$ cat src/rtl/updi_pkg.sv
// Shared types for the UPDI receive path: FSM states, parity mode names and output bundle.
package updi_pkg;

    typedef enum logic [2:0] {
        IDLE,
        START,
        DATA,
        PAR,
        STOP,
        WAIT_HIGH
    } rx_state_t;

    localparam string PARITY_NONE = "none";
    localparam string PARITY_EVEN = "even";
    localparam string PARITY_ODD  = "odd";

    localparam int MAX_DATA_BITS = 8;

    typedef struct packed {
        logic [MAX_DATA_BITS-1:0] data;
        logic                     parity_err;
        logic                     frame_err;
        logic                     brk;
        logic                     overrun;
    } rx_char_t;

endpackage

$ cat src/rtl/parity.sv
// Expected parity bit over a data word; constant 0 when the link runs without parity.
module parity
    import updi_pkg::*;
#(
    parameter int    BITS   = 8,
    parameter string PARITY = "even"
) (
    input  logic [BITS-1:0] data,
    output logic            par
);

    assign par = (PARITY == PARITY_NONE) ? 1'b0 :
                 (PARITY == PARITY_ODD)  ? ~^data : ^data;

endmodule

$ cat src/rtl/updi_uart_rx.sv
// UPDI serial receiver: start/data/parity/stop framing into a one-entry valid/ready register.
// Define UPDI_UART_RX_MAJORITY_EN for 2-of-3 majority bit sampling (decisions one cycle later).
module updi_uart_rx
    import updi_pkg::*;
#(
    parameter int    CLKS_PER_BIT = 16,
    parameter int    DATA_BITS    = 8,
    parameter string PARITY       = "even",
    parameter int    STOP_BITS    = 2
) (
    input  logic                 clk,
    input  logic                 rst_n,
    input  logic                 rx,
    output logic [DATA_BITS-1:0] out_data,
    output logic                 out_parity_err,
    output logic                 out_frame_err,
    output logic                 out_break,
    output logic                 out_overrun,
    output logic                 out_valid,
    input  logic                 out_ready,
    output logic                 busy
);

    localparam int  HALF    = CLKS_PER_BIT / 2;
    localparam int  CW      = $clog2(CLKS_PER_BIT);
    localparam int  IW      = $clog2(DATA_BITS + 1);
    localparam bit  HAS_PAR = (PARITY != PARITY_NONE);

`ifdef UPDI_UART_RX_MAJORITY_EN
    localparam int START_LOAD = HALF;
`else
    localparam int START_LOAD = HALF - 1;
`endif

    localparam logic [CW-1:0] START_CNT = CW'(START_LOAD);
    localparam logic [CW-1:0] BIT_CNT   = CW'(CLKS_PER_BIT - 1);
    localparam logic [IW-1:0] LAST_DATA = IW'(DATA_BITS - 1);
    localparam logic          LAST_STOP = 1'(STOP_BITS - 1);

    rx_state_t             state;
    logic [CW-1:0]         cnt;
    logic [IW-1:0]         bit_idx;
    logic                  stop_idx;
    logic [DATA_BITS-1:0]  shreg;
    logic                  par_bit;
    logic                  par_err;
    logic                  frm_err;
    rx_char_t              out_reg;
    logic                  valid_r;
    logic                  exp_par;
    logic                  bit_val;
    logic                  tick;
    logic                  frame_now;

`ifdef UPDI_UART_RX_MAJORITY_EN
    logic rx_d1, rx_d2;

    // Two-deep history so the decision at s+1 can vote over samples s-1, s, s+1.
    always_ff @(posedge clk) begin
        if (!rst_n) begin
            rx_d1 <= 1'b1;
            rx_d2 <= 1'b1;
        end else begin
            rx_d1 <= rx;
            rx_d2 <= rx_d1;
        end
    end

    assign bit_val = (rx & rx_d1) | (rx & rx_d2) | (rx_d1 & rx_d2);
`else
    assign bit_val = rx;
`endif

    assign tick      = (cnt == '0);
    assign frame_now = frm_err | ~bit_val;

    parity #(
        .BITS   (DATA_BITS),
        .PARITY (PARITY)
    ) u_parity (
        .data (shreg),
        .par  (exp_par)
    );

    always_ff @(posedge clk) begin
        if (!rst_n) begin
            state    <= IDLE;
            cnt      <= '0;
            bit_idx  <= '0;
            stop_idx <= 1'b0;
            shreg    <= '0;
            par_bit  <= 1'b0;
            par_err  <= 1'b0;
            frm_err  <= 1'b0;
            out_reg  <= '0;
            valid_r  <= 1'b0;
        end else begin
            // A commit later in this block overrides the accept-side clear.
            if (valid_r && out_ready)
                valid_r <= 1'b0;

            if (state != IDLE && state != WAIT_HIGH)
                cnt <= tick ? BIT_CNT : cnt - 1'b1;

            case (state)
                IDLE: begin
                    if (!rx) begin
                        state    <= START;
                        cnt      <= START_CNT;
                        bit_idx  <= '0;
                        stop_idx <= 1'b0;
                        par_bit  <= 1'b0;
                        par_err  <= 1'b0;
                        frm_err  <= 1'b0;
                    end
                end
                START: begin
                    if (tick)
                        state <= bit_val ? IDLE : DATA;
                end
                DATA: begin
                    if (tick) begin
                        shreg   <= {bit_val, shreg[DATA_BITS-1:1]};
                        bit_idx <= bit_idx + 1'b1;
                        if (bit_idx == LAST_DATA)
                            state <= HAS_PAR ? PAR : STOP;
                    end
                end
                PAR: begin
                    if (tick) begin
                        par_bit <= bit_val;
                        par_err <= (bit_val != exp_par);
                        state   <= STOP;
                    end
                end
                STOP: begin
                    if (tick) begin
                        if (stop_idx == LAST_STOP) begin
                            out_reg.data       <= MAX_DATA_BITS'(shreg);
                            out_reg.parity_err <= par_err;
                            out_reg.frame_err  <= frame_now;
                            out_reg.brk        <= frame_now && (shreg == '0) && !par_bit;
                            out_reg.overrun    <= valid_r && !out_ready;
                            valid_r            <= 1'b1;
                            state              <= frame_now ? WAIT_HIGH : IDLE;
                        end else begin
                            frm_err  <= frame_now;
                            stop_idx <= stop_idx + 1'b1;
                        end
                    end
                end
                WAIT_HIGH: begin
                    if (rx)
                        state <= IDLE;
                end
                default: state <= IDLE;
            endcase
        end
    end

    assign out_data       = out_reg.data[DATA_BITS-1:0];
    assign out_parity_err = out_reg.parity_err;
    assign out_frame_err  = out_reg.frame_err;
    assign out_break      = out_reg.brk;
    assign out_overrun    = out_reg.overrun;
    assign out_valid      = valid_r;
    assign busy           = (state != IDLE);

endmodule
$ cat config.mk
export PLATFORM = sky130hd
export DESIGN_NAME = updi_uart_rx
export DESIGN_NICKNAME = d
export VERILOG_FILES = /design/src/rtl/updi_pkg.sv /design/src/rtl/parity.sv /design/src/rtl/updi_uart_rx.sv
export SDC_FILE = /design/constraint.sdc
export NUM_CORES = 1
export LEC_CHECK = 0
export BUFFER_PORTS_ARGS = -buffer_cell sky130_fd_sc_hd__buf_2
export CORE_ASPECT_RATIO = 0.9
export CORE_MARGIN = 1
export CORE_UTILIZATION = 32
export DETAILED_ROUTE_END_ITERATION = 8
export HOLD_SLACK_MARGIN = 0.08
export PLACE_DENSITY = 0.6
export SLEW_MARGIN = 5
export SYNTH_ARGS = -nofsm -noshare
export SYNTH_HDL_FRONTEND = slang
export SYNTH_HIERARCHICAL = 1
export SYNTH_SLANG_ARGS = --single-unit
$ cat constraint.sdc
create_clock -name clk -period 2.3 [get_ports clk]
set_input_delay 0.115 -clock clk [delete_from_list [all_inputs] [get_ports clk]]
set_output_delay 0.115 -clock clk [all_outputs]
set_load 0.02 [all_outputs]
Yosys cells after proc, flatten, opt, wreduce, memory -nomap -nowiden --
Index checks and enable logic that the tools add are counted.
Storage, ports and cells: word-level logic and storage cells 91, bits in writable memories 0, bits in registers 36, input bits 4, ROM bits 0, latch bits 0, memories kept 0, output and inout bits 14
Operators by class: equal/unequal tests 17, multipliers 0, $lt $le $gt $ge 0, reductions and logical operators 22, divide/modulo/power cells 0, mux-type cells 33, add/sub/neg operators 3, bitwise logic cells 2, shift-type cells 0
Operator list (count):
- 3-bit two-way mux | 9
- 4-bit two-way mux | 6
- 2-bit inequality test (second input constant) | 9
- 3-bit one-hot mux with 6 select lines | 1
- 3-bit AND reduction | 4
- 1-bit two-way mux | 11
- 8-bit zero test | 1
- 1-bit one-hot mux with 2 select lines | 4
- 4-bit one-hot mux with 2 select lines | 1
- 8-bit AND reduction | 1
- 8-bit parity | 1
- 3-bit by 2-bit equality test with 1-bit output (second input constant) | 2
- 3-bit equality test (second input constant) | 2
- 2-bit nonzero test | 3
- 1-bit logical AND | 5
- 4-bit by 1-bit adder with 4-bit output (second input constant) | 1
- 4-bit by 3-bit equality test with 1-bit output (second input constant) | 1
- 4-bit zero test | 1
- 4-bit AND reduction | 1
- 4-bit by 1-bit subtractor with 4-bit output (second input constant) | 1
- 3-bit by 1-bit equality test with 1-bit output (second input constant) | 1
- 3-bit zero test | 1
- 3-bit inequality test (second input constant) | 1
- 3-bit nonzero test | 1
- 7 further kinds | 8

Longest topological paths before layout --
Gate-level depths: netlist (run 1).
depth in word-level cells 6, depth in mapped cells 7, mapped depth without buffers 6

By module --
The synthesis (run 1) kept the hierarchy.
By module, submodules not included:
- updi_uart_rx | area each 1582.8 µm², cells each 194, times used 1, seq. area each 720.7 µm²
- parity | area each 61.3 µm², cells each 7, times used 1, seq. area each 0.0 µm²

Least setup slack after synthesis (run 1) --
Ideal clock, no wire load.
path kind flip-flop to flip-flop, from register cnt[0], to register bit_idx[3], required time 2230 ps, period minus slack after synthesis 1539 ps, path slack 761 ps, stages on the path, launching flop included 7, path buffers 0, arrival time 1469 ps, setup time 70 ps, cell sequence dfxtp_1 > inv_1 > ha_1 > nor3b_4 > a21oi_2 > or3_1 > a21oi_1
Between the ends: word-level cells in the longest chain between the ends 3
Ends and longest elaborated chain:
- start, declared | line updi_uart_rx.sv:41 | logic [CW-1:0] cnt;
- start signal, assigned | line updi_uart_rx.sv:103 | cnt <= tick ? BIT_CNT : cnt - 1'b1;
- 4-bit zero test | line updi_uart_rx.sv:74 | assign tick = (cnt == '0);
- 2-bit inequality test (no source line)
- 3-bit AND reduction (no source line)
- end signal, assigned | line updi_uart_rx.sv:124 | bit_idx <= bit_idx + 1'b1;
- end, declared | line updi_uart_rx.sv:42 | logic [IW-1:0] bit_idx;
No other way between the ends. A chain may end at the register's enable or synchronous reset.

Worst setup path after layout (run 1) --
Same ends and word-level chain as after synthesis.

==> results_dict.tcl, run 1 <==
set metrics [dict create \
    drc 0 \
    synth-main-ff-cell "dfxtp_1" \
    crit_path_end_kind "register" \
    cts_root_buf "clkbuf_8" \
    die-area_um2 5430 \
    ff_latch_area_um2 721 \
    finalMaxSlewViolations 0 \
    syn_nets 207 \
    drt_first_pass_iters 4 \
    nFillCells 503 \
    r2r_start "cnt[0]$_SDFF_PN0_" \
    skew_ns 0.00743 \
    power_density_nw_per_um2 837 \
    relSlewSlack_pct 63.7 \
    synthTopCellsByArea "dfxtp_1 44%, a21oi_1 9.7%, nand2_1 8.0%" \
    die_w_um 77.6 \
    utilization_pct 39.1 \
    antenna_found_initial 0 \
    synth_edf_count 0 \
    crit_arrival_ns 2.02 \
    postPlaceCellArea_um2 1800 \
    hold_buffers 0 \
    pin_count 18 \
    fp.dieH_um 70 \
    path_max_fanout 16 \
    row_count 24 \
    core_area_um2 4890 \
    start_util_pct 33.6 \
    post_cts_resized 0 \
    gp_congestion 0.778 \
    synthArstFlopShare_pct 0 \
    post_cts_buffers 0 \
    fin_crit_ns 1.81 \
    vdd_drop_max_mv 0.291 \
    grt_pass1_wl_um 6190 \
    ys_types 38 \
    hp-start "out_ready" \
    n_antenna_cell 0 \
    nets 226 \
    fin_crit_sh_pct 78.6 \
    fmax_mhz 553 \
    tightest_slew_ns 0.543 \
    rsz0062_at_grt "no" \
    hold_class "primary input to register" \
    place_ws_ns 0.520 \
    drive_gt1_share_pct 16.3 \
    synth_top_cell_by_area "dfxtp_1" \
    synth_cells 201 \
    p_total_mw 1.60 \
    status "completed" \
    synth.avg_cell_area_um2 8.18 \
    multi_input_area_um2 838 \
    grt.overflow.total 0 \
    routedWlPerCell_um 12.4 \
    final_cell_mix "36 x dfxtp_1, 35 x nand2_1, 32 x a21oi_1" \
    crit_start "cnt[0]$_SDFF_PN0_" \
    holdWs_ns 0.102 \
    port_buffers 17 \
    worst-endpoint-required_ns 2.52 \
    final-hold-violation-count 0 \
    yosysWarnings 6 \
    max-cap-violations 0 \
    synth_area_um2 1640 \
    final-instance-count-excl-fill 286 \
    numClockSinks 36 \
    final_common_cell "dfxtp_1" \
    drt_iter0_markers 127 \
    path_class "register to register" \
    avgViaCountPerCell 5.00 \
    power_leakage_nw 0.686 \
    dp.cells 278 \
    tritoncts "yes" \
    clockBufferDepth 2 \
    grt_pass1_vias 1288 \
    ctsHtreeMaxLevel 2 \
    finalWorstSetupSlack_ns 0.493 \
    vias 1431 \
    setup_tns_ns 0 \
    synth_seq_area_share_pct 43.8 \
    fin_area_um2 1910 \
    syn2layout_area_growth_pct 16.3 \
    cts_buffers 5 \
    grtUsageTotal_pct 14.4 \
    setup_violations 0 \
    finalWirelength_um 3550 \
    worstSkewPairLatency_ns 0.29 \
    clk_pin_slew_ns 0.08 \
    dpl.hpwl_um 2460 \
    ys_ff_latch 36 \
    grt_start_max_net_pins 26 \
    final_antenna_net_count 0 \
    synthDominantCellAreaShare_pct 43.8 \
    start_kind "register" \
]
-- layer usage --
metal	vias to the layer above	wire length, um	track usage [%]
li1	742	-	-
met1	656	1780	19.0
met2	26	1560	22.2
met3	7	143	3.40
met4	0	67	6.08
met5	-	0	0
-- worst max-delay path, stage by stage (launching register included) --
cell and delay, ns:
dfxtp_1 0.33, inv_1 0.07, ha_1 0.23, nor3b_4 0.24, buf_4 0.24, a21oi_2 0.12, or3_1 0.37, a21oi_1 0.13
-- cell families (layout without fill, tap and decap cells) --
| family | count (synthesis) | count (layout) | share of synthesized area (%) |
|---|---|---|---|
| xor+xnor | 8 | 8 | 4.26 |
| compound gates | 56 | 56 | 19.6 |
| fa+ha+maj | 2 | 2 | 1.52 |
| simple gates | 79 | 79 | 25.0 |
| flops | 36 | 36 | 43.8 |
| mux | 1 | 1 | 0.609 |
| buf+inv | 19 | 39 | 5.17 |
-- power by group --
group | switching [mW] | internal (mW)
registers | 0.0356 | 0.654
clock network | 0.239 | 0.321
logic | 0.213 | 0.137
-- sequential cells by signal (all words and copies together) (netlist names), 3 cells and up --
name,flops
bit_idx,4
out_data,8
cnt,4
state,3
shreg,8
-- synth_stat cells (2+ instances only) --
master / n
dfxtp_1: 36
nand2_1: 35
a21oi_1: 32
nand3_1: 12
o21ai_0: 9
inv_1: 8
nor2_1: 7
xnor2_1: 7
buf_2: 5
nor3_1: 5
clkbuf_1: 4
a221oi_1: 3
or3_1: 3
a211oi_1: 2
a311oi_1: 2
a31oi_1: 2
buf_4: 2
ha_1: 2
nand4_1: 2
nor2b_1: 2
o211ai_1: 2
or2_1: 2
or3b_1: 2
-- final timing paths --
path	endpoint	slack, ns	cells past startpoint
max reg2reg	bit_idx[3]$_SDFFE_PN0P_	0.49	7
min	out_valid$_SDFF_PN0_	0.10	3
max	bit_idx[3]$_SDFFE_PN0P_	0.49	7
min reg2reg	out_data[0]$_SDFFE_PN0P_	0.45	2
-- final cells by class --
class | count | share of cell area [%]
multi-input combinational | 146 | 43.8
inverter | 8 | 1.57
clock inverter | 3 | 2.23
sequential | 36 | 37.7
clock buffer | 5 | 3.60
tap | 65 | 4.25
timing repair buffer | 23 | 6.81
No activity file was read; power rests on OpenSTA's default activity.
==> run 2: changes to the inputs <==
--- a/config.mk
+++ b/config.mk
@@ -5,13 +5,14 @@
 export SDC_FILE = /design/constraint.sdc
 export NUM_CORES = 1
 export LEC_CHECK = 0
+export ABC_AREA = 1
 export BUFFER_PORTS_ARGS = -buffer_cell sky130_fd_sc_hd__buf_2
 export CORE_ASPECT_RATIO = 0.9
 export CORE_MARGIN = 1
 export CORE_UTILIZATION = 32
 export DETAILED_ROUTE_END_ITERATION = 8
 export HOLD_SLACK_MARGIN = 0.08
-export PLACE_DENSITY = 0.6
+export PLACE_DENSITY = 0.59
 export SLEW_MARGIN = 5
 export SYNTH_ARGS = -nofsm -noshare
 export SYNTH_HDL_FRONTEND = slang
==> constraint.sdc (replaced) <==
create_clock -name clk -period 1.7 [get_ports clk]
set_input_delay 0.085 -clock clk [delete_from_list [all_inputs] [get_ports clk]]
set_output_delay 0.085 -clock clk [all_outputs]
set_load 0.02 [all_outputs]
==> run 2 against run 1 <==
Final area increased by 11%; sequential share of layout area is 3.9 points lower; non-clock buffer count up 1; critical endpoint is now out_break$_SDFFE_PN0P_; clock power grew 35%; core utilization increased by 0.32 points; synthesized area up 12%; sequential cell count is the same; critical path depth rose by 1; wire length rose by 6.5%; first-iteration DRC count decreased by 42%.
==> results_dict.tcl, run 2 <==
set metrics [dict create \
    status "completed" \
    dr.max_layer_used "met4" \
    r2r_setup_slack_ns 0.16 \
    hp-start "rx" \
    grt_pass1_wl_um 6530 \
    die-area_um2 6070 \
    crit_start "cnt[0]$_SDFF_PN0_" \
    seq_power_share_pct 35.3 \
    fin_area_um2 2130 \
    avgViaCountPerCell 4.57 \
    vdd_drop_max_mv 0.597 \
    ys_ff_latch 36 \
    crit_path_frequent_cell "nand3_2" \
    synth_top_cell_by_area "dfxtp_1" \
    port_buffers 17 \
    met3_length_um 244 \
    critical_path.top_delay_family "simple AND/OR/NAND/NOR gates" \
    setup_tns_ns 0 \
    finalWirelength_um 3790 \
    path_class "register to register" \
    drive_gt1_share_pct 20.3 \
    r2r_end "out_break$_SDFFE_PN0P_" \
    antenna_found_initial 0 \
    gp_congestion 0.751 \
    setup_violations 0 \
    crit_chain "inv_1 -> ha_1 -> nand3_2 -> inv_2 -> nand3_2 -> nor2_1 -> nand2_1 -> a21oi_1" \
    pin_count 18 \
    sw_frac_of_total_pct 40.5 \
    hold_end "par_bit$_SDFFE_PN0P_" \
    final_common_cell "nand2_1" \
    yosysMostFrequentCell "nand2_1" \
    synthArstFlopShare_pct 0 \
    crit_arrival_ns 1.76 \
    comb_power_share_pct 40.9 \
    power_density_nw_per_um2 1490 \
    ctsHtreeMaxLevel 2 \
    n_antenna_cell 0 \
    final_cell_mix "69 x nand2_1, 43 x nor2_1, 36 x dfxtp_1" \
    grtUsageTotal_pct 14.1 \
    nets 305 \
    ys_types 25 \
    synth_cells 275 \
    cts_buffers 5 \
    drt_first_pass_iters 4 \
    core_area_um2 5410 \
    final-hold-violation-count 0 \
    worst_r2r_path_depth 8 \
    syn2layout_area_growth_pct 15.5 \
    yosysWarnings 6 \
    utilization_pct 39.4 \
    ys_top_cells_by_count "69 x nand2_1, 43 x nor2_1, 36 x dfxtp_1" \
    r2r_start "cnt[0]$_SDFF_PN0_" \
    syn_nets 281 \
    grt_start_max_net_pins 30 \
    start_util_pct 34.1 \
    synth-main-ff-cell "dfxtp_1" \
    place_ws_ns 0.182 \
    final_antenna_net_count 0 \
    synthDominantCellAreaShare_pct 39.1 \
    finalWorstSetupSlack_ns 0.160 \
    postPlaceCellArea_um2 2010 \
    post_cts_resized 0 \
    clockBufferDepth 2 \
    met2_length_um 1510 \
    cts_root_buf "clkbuf_8" \
    nFillCells 578 \
    tightest_slew_ns 0.515 \
    drt_iter0_markers 74 \
    synth.avg_cell_area_um2 6.71 \
    finalMaxSlewViolations 0 \
    ff_latch_area_um2 721 \
    hold_class "primary input to register" \
    synthTopCellsByArea "dfxtp_1 39%, nand2_1 14%, nor2_1 8.8%" \
    intPower_mw 1.89 \
    numClockSinks 36 \
    worst-endpoint-required_ns 1.92 \
    final-instance-count-excl-fill 367 \
    synth_seq_area_share_pct 39.1 \
    path_max_fanout 11 \
    dp.cells 358 \
    fmax_mhz 649 \
    tritoncts "yes" \
    fin_crit_ns 1.54 \
    start_kind "register" \
    dpl.hpwl_um 2860 \
    drc 0 \
    multi_input_area_um2 940 \
    worst-path-buf-inv 2 \
    slowest_stage "dfxtp_1" \
    worstSkewPairLatency_ns 0.29 \
    routedWlPerCell_um 10.3 \
    die_w_um 82.0 \
    max-cap-violations 0 \
    p_total_mw 3.17 \
    grt_pass1_vias 1523 \
    synth_edf_count 0 \
    holdWs_ns 0.147 \
    clkPwrFrac_pct 23.8 \
    crit_path_end_kind "register" \
    fin_crit_sh_pct 90.6 \
    met1_length_um 2000 \
    power_leakage_nw 0.980 \
    clk_pin_slew_ns 0.08 \
    hold_depth 3 \
    skew_ns 0.00827 \
    critPathMaxStageDelay_ns 0.33 \
    relSlewSlack_pct 65.7 \
    grt.overflow.total 0 \
    vias 1677 \
    rsz0062_at_grt "no" \
    synth_area_um2 1840 \
    switchingPower_mw 1.29 \
    fp.dieH_um 74.0 \
    row_count 25 \
]
[run 2: cell count changes after synthesis, sizes merged, moves of 4 or more]
cell and delta:
nor2 +43, nand2 +38, inv +28, o21ai +13, a21oi -11, xnor2 -6
clkbuf -4
[run 2: logic make-up (layout without fill, tap and decap cells)]
family / after synthesis / count (layout) / share of synthesized area (%)
xor+xnor: 1 / 1 / 0.475
flops: 36 / 36 / 39.1
fa+ha+maj: 2 / 2 / 1.36
compound gates: 47 / 47 / 14.1
buf+inv: 43 / 68 / 9.97
simple gates: 146 / 146 / 35.0
[run 2: worst max-delay path by stage]
stage,to,cells after the start
final,out_break$_SDFFE_PN0P_,8
after detailed placement,out_overrun$_SDFFE_PN0P_,8
after global placement,out_overrun$_SDFFE_PN0P_,8
after floorplan,out_frame_err$_SDFFE_PN0P_,8
after global routing,out_break$_SDFFE_PN0P_,8
after CTS,out_break$_SDFFE_PN0P_,8
[run 2: power groups by stage]
| stage | combinational, mW | sequential [mW] | clock, mW |
|---|---|---|---|
| after floorplan | 1.05 | 1.12 | 0 |
| after global placement | 1.29 | 1.14 | 0 |
| after detailed placement | 1.30 | 1.14 | 0 |
| after CTS | 1.31 | 1.12 | 0.775 |
| after global routing | 1.50 | 1.14 | 0.824 |
| final | 1.30 | 1.12 | 0.754 |
[run 2: worst min-delay path, delay by kind of cell]
family                 cells  cell delay (ns)
AND/OR/NAND/NOR            1             0.09
AO/OA/AOI/OAI              1             0.06
buffers and inverters      1             0.16
[run 2: area by class of cell]
cell class | count | area share [%]
Multi-Input combinational cell | 196 | 44.1
Sequential cell | 36 | 33.8
Timing Repair Buffer | 24 | 6.58
Inverter | 36 | 6.34
Tap cell | 67 | 3.93
Clock buffer | 5 | 3.23
Clock inverter | 3 | 2.00
[run 2: repair_timing]
item / 4_1_cts / 5_1_grt
setup buffers: 0 / 0
hold endpoints to repair: 2 / 0
hold buffers: 1 / 0
[run 2: metal layers]
metal | GRT usage, % | vias to the layer above
met5 | 0 | -
met4 | 2.92 | 0
met3 | 5.15 | 5
met2 | 21.1 | 34
met1 | 19.3 | 721
li1 | - | 917
